$ cat src/rtl/rv32i_pkg.sv
// Shared RV32I decode constants: opcodes, immediate-type encodings and the
// canonical NOP, plus the record a decode stage keeps per buffered entry.
package rv32i_pkg;

  localparam logic [6:0] OPC_OP_IMM = 7'b0010011;
  localparam logic [6:0] OPC_LOAD   = 7'b0000011;
  localparam logic [6:0] OPC_JALR   = 7'b1100111;
  localparam logic [6:0] OPC_SYSTEM = 7'b1110011;
  localparam logic [6:0] OPC_STORE  = 7'b0100011;
  localparam logic [6:0] OPC_BRANCH = 7'b1100011;
  localparam logic [6:0] OPC_LUI    = 7'b0110111;
  localparam logic [6:0] OPC_AUIPC  = 7'b0010111;
  localparam logic [6:0] OPC_JAL    = 7'b1101111;
  localparam logic [6:0] OPC_OP     = 7'b0110011;

  // addi x0, x0, 0
  localparam logic [31:0] RV_NOP_INSTR = 32'h0000_0013;

  typedef enum logic [2:0] {
    IMM_NONE = 3'd0,
    IMM_I    = 3'd1,
    IMM_S    = 3'd2,
    IMM_B    = 3'd3,
    IMM_U    = 3'd4,
    IMM_J    = 3'd5
  } imm_type_e;

  // One decoded instruction as held in the main or skid slot.
  typedef struct packed {
    logic [31:0] instr;
    logic [31:0] pc;
    logic [31:0] imm;
    imm_type_e   imm_type;
    logic [4:0]  rs1;
    logic [4:0]  rs2;
    logic [4:0]  rd;
    logic        illegal;
  } dec_entry_t;

endpackage

$ cat src/rtl/imm_decode.sv
// Combinational RV32I format classification and immediate formation.
module imm_decode
  import rv32i_pkg::*;
(
  input  logic [31:0] instr,
  output logic [31:0] imm,
  output imm_type_e   imm_type,
  output logic        illegal
);

  // Classify the instruction format from its opcode.
  always_comb begin
    // NOTE: every output gets a default before the case so no path can leave
    // it unassigned, which would otherwise infer a latch.
    imm_type = IMM_NONE;
    illegal  = 1'b0;
    if (instr[1:0] != 2'b11) begin
      illegal = 1'b1;
    end else begin
      case (instr[6:0])
        OPC_OP_IMM, OPC_LOAD, OPC_JALR, OPC_SYSTEM: imm_type = IMM_I;
        OPC_STORE:                                  imm_type = IMM_S;
        OPC_BRANCH:                                 imm_type = IMM_B;
        OPC_LUI, OPC_AUIPC:                         imm_type = IMM_U;
        OPC_JAL:                                    imm_type = IMM_J;
        OPC_OP:                                     imm_type = IMM_NONE;
        default:                                    illegal  = 1'b1;
      endcase
    end
  end

  // Assemble the immediate for the classified format; illegal yields zero.
  always_comb begin
    imm = '0;
    case (imm_type)
      IMM_I: imm = {{20{instr[31]}}, instr[31:20]};
      IMM_S: imm = {{20{instr[31]}}, instr[31:25], instr[11:7]};
      IMM_B: imm = {{19{instr[31]}}, instr[31], instr[7], instr[30:25],
                    instr[11:8], 1'b0};
      IMM_U: imm = {instr[31:12], 12'b0};
      IMM_J: imm = {{11{instr[31]}}, instr[31], instr[19:12], instr[20],
                    instr[30:21], 1'b0};
      default: imm = '0;
    endcase
  end

endmodule

$ cat src/rtl/id_decode_stage.sv
// Instruction decode stage: decodes at capture and buffers up to two decoded
// entries (main + skid) so in_ready can be a registered signal.
module id_decode_stage
  import rv32i_pkg::*;
#(
  parameter logic [31:0] NOP_INSTR = RV_NOP_INSTR
) (
  input  logic        clk,
  input  logic        rst_n,
  input  logic        in_valid,
  output logic        in_ready,
  input  logic [31:0] in_instr,
  input  logic [31:0] in_pc,
  input  logic        flush,
  output logic        out_valid,
  input  logic        out_ready,
  output logic [31:0] out_instr,
  output logic [31:0] out_pc,
  output logic [31:0] out_imm,
  output logic [2:0]  out_imm_type,
  output logic [4:0]  out_rs1,
  output logic [4:0]  out_rs2,
  output logic [4:0]  out_rd,
  output logic        out_illegal
);

  localparam logic [1:0] ST_EMPTY = 2'd0;
  localparam logic [1:0] ST_ONE   = 2'd1;
  localparam logic [1:0] ST_TWO   = 2'd2;

  logic [1:0]  state_q, state_d;
  dec_entry_t  main_q, main_d;
  dec_entry_t  skid_q, skid_d;
  dec_entry_t  in_entry;
  logic [31:0] dec_imm;
  imm_type_e   dec_imm_type;
  logic        dec_illegal;
  logic        accept;
  logic        pop;

  imm_decode u_imm_decode (
    .instr    (in_instr),
    .imm      (dec_imm),
    .imm_type (dec_imm_type),
    .illegal  (dec_illegal)
  );

  // Pack the freshly decoded input into the storage record.
  always_comb begin
    in_entry.instr    = in_instr;
    in_entry.pc       = in_pc;
    in_entry.imm      = dec_imm;
    in_entry.imm_type = dec_imm_type;
    in_entry.rs1      = in_instr[19:15];
    in_entry.rs2      = in_instr[24:20];
    in_entry.rd       = in_instr[11:7];
    in_entry.illegal  = dec_illegal;
  end

  // Handshake qualifiers derived only from registered state.
  always_comb begin
    in_ready  = (state_q != ST_TWO);
    out_valid = (state_q != ST_EMPTY);
    accept    = in_valid & in_ready;
    pop       = out_valid & out_ready;
  end

  // Occupancy transitions and slot moves; flush wins over everything.
  always_comb begin
    state_d = state_q;
    main_d  = main_q;
    skid_d  = skid_q;
    if (flush) begin
      state_d = ST_EMPTY;
    end else begin
      case (state_q)
        ST_EMPTY: begin
          if (accept) begin
            main_d  = in_entry;
            state_d = ST_ONE;
          end
        end
        ST_ONE: begin
          if (accept && pop) begin
            main_d = in_entry;
          end else if (accept) begin
            skid_d  = in_entry;
            state_d = ST_TWO;
          end else if (pop) begin
            state_d = ST_EMPTY;
          end
        end
        ST_TWO: begin
          if (pop) begin
            main_d  = skid_q;
            state_d = ST_ONE;
          end
        end
        default: state_d = ST_EMPTY;
      endcase
    end
  end

  // Occupancy register; reset takes effect immediately.
  always_ff @(posedge clk or negedge rst_n) begin
    // NOTE: state registers use non-blocking assignment so every flop samples
    // the pre-edge values regardless of block evaluation order.
    if (!rst_n) begin
      state_q <= ST_EMPTY;
    end else begin
      state_q <= state_d;
    end
  end

  // Entry payload registers.
  always_ff @(posedge clk) begin
    // NOTE: payload slots are not reset; the outputs are masked while the
    // state is EMPTY, so stale slot contents are never observable.
    main_q <= main_d;
    skid_q <= skid_d;
  end

  // Present the main slot, or the idle/reset values when nothing is held.
  always_comb begin
    out_instr    = NOP_INSTR;
    out_pc       = '0;
    out_imm      = '0;
    out_imm_type = IMM_NONE;
    out_rs1      = '0;
    out_rs2      = '0;
    out_rd       = '0;
    out_illegal  = 1'b0;
    if (state_q != ST_EMPTY) begin
      out_instr    = main_q.instr;
      out_pc       = main_q.pc;
      out_imm      = main_q.imm;
      out_imm_type = main_q.imm_type;
      out_rs1      = main_q.rs1;
      out_rs2      = main_q.rs2;
      out_rd       = main_q.rd;
      out_illegal  = main_q.illegal;
    end
  end

endmodule

$ cat config.mk
export PLATFORM = sky130hd
export DESIGN_NAME = id_decode_stage
export DESIGN_NICKNAME = d
export VERILOG_FILES = /design/src/rtl/rv32i_pkg.sv /design/src/rtl/imm_decode.sv /design/src/rtl/id_decode_stage.sv
export SDC_FILE = /design/constraint.sdc
export NUM_CORES = 1
export LEC_CHECK = 0
export CORE_MARGIN = 4
export CORE_UTILIZATION = 46
export CTS_CLUSTER_SIZE = 20
export DETAILED_ROUTE_END_ITERATION = 8
export PLACE_DENSITY = 0.75
export SYNTH_ARGS = -nofsm -noshare
export SYNTH_HDL_FRONTEND = slang
export SYNTH_SLANG_ARGS = --single-unit
$ cat constraint.sdc
create_clock -name clk -period 7.6 [get_ports clk]
set_clock_uncertainty 0.15 [all_clocks]
set_input_delay 1.52 -clock clk [delete_from_list [all_inputs] [get_ports clk]]
set_output_delay 1.52 -clock clk [all_outputs]
set_load 0.02 [all_outputs]
== Yosys cells after proc, flatten, opt, wreduce, memory -nomap -nowiden ==
Cells that the tools add are included.

* Shift-type cells: 0
* Bitwise logic cells: 4
* Order comparisons: 0
* Add/subtract/negate cells: 0
* Div/mod/pow operators: 0
* Multiplexer cells: 24
* Equality and inequality tests: 26
* Multipliers: 0
* Reductions and logical operators: 10

{| class="wikitable"
|+ Operator list
! kind !! number
|-
| 115-bit two-way mux || 3
|-
| 115-bit one-hot mux with 3 select lines || 1
|-
| 32-bit one-hot mux with 5 select lines || 1
|-
| 32-bit two-way mux || 3
|-
| 7-bit equality test (second input constant) || 4
|-
| 7-bit by 6-bit equality test with 1-bit output (second input constant) || 3
|-
| 5-bit two-way mux || 3
|-
| 3-bit one-hot mux with 5 select lines || 1
|-
| 7-bit by 5-bit equality test with 1-bit output (second input constant) || 2
|-
| 2-bit two-way mux || 6
|-
| 2-bit != test (second input constant) || 5
|-
| 10-bit OR reduction || 1
|-
| 3-bit != test (second input constant) || 3
|-
| 4-bit AND reduction || 2
|-
| 7-bit by 2-bit equality test with 1-bit output (second input constant) || 1
|-
| 3-bit by 2-bit equality test with 1-bit output (second input constant) || 2
|-
| 3-bit equality test (second input constant) || 2
|-
| 3-bit two-way mux || 2
|-
| 2-bit one-hot mux with 3 select lines || 1
|-
| 5-bit AND reduction || 1
|-
| 4-bit != test (second input constant) || 1
|-
| 4-bit OR reduction || 1
|-
| 3-bit by 1-bit equality test with 1-bit output (second input constant) || 1
|-
| 1-bit two-way mux || 3
|-
| 9 further kinds || 11
|}

* Memories kept: 0
* Output and inout bits: 117
* Memory bits (read-only): 0
* Latch bits: 0
* Input port bits: 69
* Flip-flop bits (word level): 232
* Memory bits (writable): 0

== Longest topological paths before layout ==
* Depth after elaboration: 8
* Depth in mapped cells: 7
* Depth with buffers taken out: 6

== Modules after synthesis ==
Synthesis repeated with hierarchy kept, for this count alone.

* Cell total of the unflattened synthesis: 533
* Area, all modules: 9110.0 µm²

{| class="wikitable"
|+ By module, submodules not included
! module !! sequential area each (µm²) !! instances !! cells an instance !! area an instance (µm²)
|-
| id_decode_stage || 6055.8 || 1 || 452 || 8549.4
|-
| imm_decode || 0.0 || 1 || 81 || 560.5
|}

== Least setup slack after synthesis ==
OpenSTA, ideal clock, no wires.

* Path type: input-to-reg
* Start point: input in_valid
* End point: register skid_q[0] (netlist bit), enable pin
* Required time: 6.767 ns
* Buffers on the path: 0
* Stages on the path: 3
* Arrival time: 8.545 ns
* Setup time: 0.683 ns
* Slack: -1.778 ns
* Cells stage by stage: nor2b_1 nand2_1 nor3_1

* Word-level cells in the longest chain between the ends: 4

{| class="wikitable"
|+ Ends and longest elaborated chain
! element !! line !! source
|-
| from (decl) || id_decode_stage.sv:10 || <nowiki>input logic in_valid,</nowiki>
|-
| 1-bit bitwise AND (*) || id_decode_stage.sv:64 || <nowiki>accept = in_valid & in_ready;</nowiki>
|-
| 1-bit logical AND || id_decode_stage.sv:84 || <nowiki>if (accept && pop) begin</nowiki>
|-
| 1-bit inverter (no source line) || -- ||
|-
| 4-bit AND reduction (no source line) (*) || -- ||
|-
| to (signal assigned) || id_decode_stage.sv:120 || <nowiki>skid_q <= skid_d;</nowiki>
|-
| to (decl) || id_decode_stage.sv:33 || <nowiki>dec_entry_t skid_q, skid_d;</nowiki>
|}

Mark *: on every way between the ends. The rest lies on a longest branch, timed or not.
A chain may end at the register's enable or synchronous reset.

== Worst setup path after layout ==
* Start point: register state_q[0]
* End point: output out_rs2[3]

* Word-level cells in the longest chain between the ends: 2

{| class="wikitable"
|+ Ends and longest elaborated chain
! element !! line !! source
|-
| from (decl) || id_decode_stage.sv:31 || <nowiki>logic [1:0] state_q, state_d;</nowiki>
|-
| from (signal assigned) || id_decode_stage.sv:111 || <nowiki>state_q <= state_d;</nowiki>
|-
| 2-bit nonzero test || id_decode_stage.sv:133 || <nowiki>if (state_q != ST_EMPTY) begin</nowiki>
|-
| 5-bit two-way mux || id_decode_stage.sv:133 ||
|-
| to (decl) || id_decode_stage.sv:22 || <nowiki>output logic [4:0] out_rs2,</nowiki>
|}

Every way passes these cells.

==> metrics.yaml <==
outcome:
  status: "finished clean"
setup_path:
  r2r_setup_slack_ns: 4.80
  r2r-start: "state_q[1]"
  worstSetupStartpoint: "state_q[0]"
  cp.arrival_ns: 2.81
  reg2reg_to: "main_q[41]"
  required_ns: 5.93
  r2r_cells: 4
  critPathMaxFanout: 66
  worstSetupPathType: "reg -> out"
  worst_setup_path_end_kind: "primary output"
  crit_end: "out_rs2[3]"
  start_kind: "register"
timing:
  setup_viol: 0
  worst_pin_slew_ns: 0.9945
  maxSlewHeadroom_pct: 33.70
  max_freq_mhz: 223.0
  rsz0062_at_grt: "no"
  fin_ws_ns: 3.115
  finalCritPeriodShare_pct: 59.01
  hold_viol_final: 0
  tns_ns: 0
  slew_viol_final: 0
  min_period_ns: 4.485
  whs_ns: 0.3567
layout:
  drive_gt1_share_pct: 6.613
  fin_util_pct: 60.42
  n_antenna_cell: 0
  n_fill_cell: 1518
  final_nets: 935
  stdcell_count: 1111
  area_growth_pct: 28.55
synthesis:
  synth_compound_gate_area_share_pct: 6.411
  synth_area_leaders: "edfxtp_1 68%, nand2_1 9.1%, and2_1 7.4%, a21o_1 2.0%, buf_4 1.5%"
  syn_nets: 776
  synth_edf_count: 200
  synth_area_um2: 8821
  synth_xor_xnor_area_share_pct: 0
  postSynthAreaPerCell_um2: 12.48
  synth_top_family_by_area: "simple AND/OR/NAND/NOR gates"
  synthAdderAreaFrac_pct: 0
  seq_area_frac_synth_pct: 68.65
  synthSimpleGateAreaFrac_pct: 19.63
  synth_area_leader_cell: "edfxtp_1"
  yosysUniqueCellTypes: 51
  ys_warn_count: 0
  async_reset_ff_share_pct: 0.9901
  ys_ff_latch: 202
  synthMuxAreaShare_pct: 1.901
  synthDominantCellAreaShare_pct: 68.09
  postSynthCellCount: 707
  synthFlopType: "edfxtp_1"
floorplan:
  die-area_um2: 21450
  initial_utilization_pct: 47.00
  ioPinCount: 186
  die_h_um: 146.5
  design.core.area_um2: 18770
  die_w_um: 146.5
  rows: 50
cts:
  cts_tree: "yes"
  ctsRootBufferMaster: "clkbuf_16"
  post_cts.repair.setup_buffers: 0
  clk_latency_ns: 0.48
  cts_repair_resize_count: 0
  clockBufferDepth: 3
  ctsHoldBuffers: 0
  cts_sinks: 202
  numCtsBuffers: 21
  h-tree-depth: 1
  path_clk_slew_ns: 0.06
power_and_ir_drop:
  switching_power_mw: 0.5689
  vdd_ir_drop_max_mv: 0.1210
  p_sw_share_pct: 22.88
  p_int_mw: 1.917
  p_comb_share_pct: 12.7
  p_seq_share_pct: 51.6
  pwr-share-clk_pct: 35.8
  power_density_nw_per_um2: 219.2
  leakage_nw: 4.453
placement:
  placedCellCount: 1077
  dp_worst_setup_slack_ns: 3.280
  hpwl_um: 12290
  io_buffers: 185
  gp_congestion: 0.7488
routing:
  wl_per_cell_um: 17.34
  num_vias: 5713
  drt_pass1_iterations: 4
  postRouteAntennaNets: 0
  drc_errors: 0
  vias_per_cell: 5.142
  routed_wl_um: 19270
  drt-initial-drc-count: 444
grt:
  grt_max_degree: 89
  met3_usage_pct: 2.980
  met1_usage_pct: 23.58
  grt_use_total_pct: 17.45
  gr-max-usage-layer: "met2"
  grt_overflow: 0
  grt_pass1_wl_um: 30430
  antenna_found_initial: 0
  met2_usage_pct: 29.68
  grt_pass1_vias: 5504
run:
  drv_cap: 0
worst_hold_path:
  holdPathStages: 2
  hold_class: "reg -> reg"
-- cell type report --
| class | count | area, um2 | area share, % |
|---|---|---|---|
| Multi-Input combinational cell | 447 | 2491 | 21.97 |
| Sequential cell | 202 | 6056 | 53.40 |
| Clock inverter | 7 | 30.03 | 0.2648 |
| Tap cell | 234 | 292.8 | 2.582 |
| Inverter | 3 | 12.51 | 0.1103 |
| Clock buffer | 27 | 548.0 | 4.833 |
| Timing Repair Buffer | 191 | 1909 | 16.84 |
-- worst max-delay path, stage by stage (launching register included) --
cell and delay [ns]:
dfrtp_1 0.46, or2_2 0.46, buf_4 0.55, and2_1 0.23, clkdlybuf4s50_1 0.62
-- routing by layer --
layer  wire (um)  vias to the layer above
met5           0                        -
met4         331                        0
met3        1047                       26
met2        9594                      180
met1        8290                     2746
li1            -                     2761
-- through the flow --
step | cell area [um2] | power (mW)
final | 11340 | 2.486
after global routing | 11340 | 2.587
after CTS | 11340 | 2.515
after detailed placement | 10760 | 1.623
after global placement | 10760 | 1.618
after floorplan | 8826 | 1.472
-- registers in the layout (all words and copies together), names as in the netlist --
register,count
main_q,100
skid_q,100
state_q,2
-- power groups by stage --
stage / clock [mW] / sequential [mW] / combinational, mW
3_5_place_dp: 0 / 1.31 / 0.318
6_report: 0.890 / 1.28 / 0.315
4_1_cts: 0.914 / 1.28 / 0.319
2_1_floorplan: 0 / 1.31 / 0.166
3_3_place_gp: 0 / 1.31 / 0.313
5_1_grt: 0.962 / 1.28 / 0.340
-- cell usage after synthesis (2+ instances only) --
master	n
buf_1	7
inv_1	2
buf_2	12
a21oi_2	2
clkbuf_1	18
nor2_1	8
dfrtp_1	2
buf_4	18
o21ai_0	9
a22o_2	4
a21oi_1	6
and2_1	104
nand2_1	213
mux2_1	8
a21o_1	23
nor3_1	7
a211o_1	12
nand2b_1	4
mux2_2	6
edfxtp_1	200
or2_2	2
nor2b_1	3
and3_1	6
nand3_1	4
-- kinds of logic (layout without fill, tap and decap cells) --
family | count (synthesis) | count (layout)
simple gates | 362 | 362
mux | 15 | 15
compound gates | 70 | 70
buf+inv | 58 | 228
flops | 202 | 202
-- how the worst min path moves through the flow --
stage / slack (ns) / to / from
finish: 0.36 / main_q[102] / skid_q[102]
floorplan: 0.33 / main_q[100] / skid_q[100]
detailed placement: 0.34 / main_q[88] / skid_q[88]
global placement: 0.34 / main_q[84] / skid_q[84]
global route: 0.38 / main_q[96] / skid_q[96]
CTS: 0.35 / main_q[113] / skid_q[113]
-- layout by cell type (no fill, tap or decap), types with 4 or more instances in the layout --
cell | netlist | layout
mux2_2 | 6 | 6
and3_1 | 6 | 6
edfxtp_1 | 200 | 200
buf_4 | 18 | 5
and2_1 | 104 | 104
o21ai_0 | 9 | 9
mux2_1 | 8 | 8
nand3_1 | 4 | 4
nand2b_1 | 4 | 4
a21o_1 | 23 | 23
clkbuf_1 | 18 | 6
a22o_2 | 4 | 4
clkinv_1 | 0 | 4
clkdlybuf4s50_1 | 0 | 185
clkinv_2 | 0 | 4
clkbuf_16 | 0 | 21
nor3_1 | 7 | 6
a21oi_1 | 6 | 6
nand2_1 | 213 | 213
nor2_1 | 8 | 7
a211o_1 | 12 | 12
(Power assumes the default switching activity.)
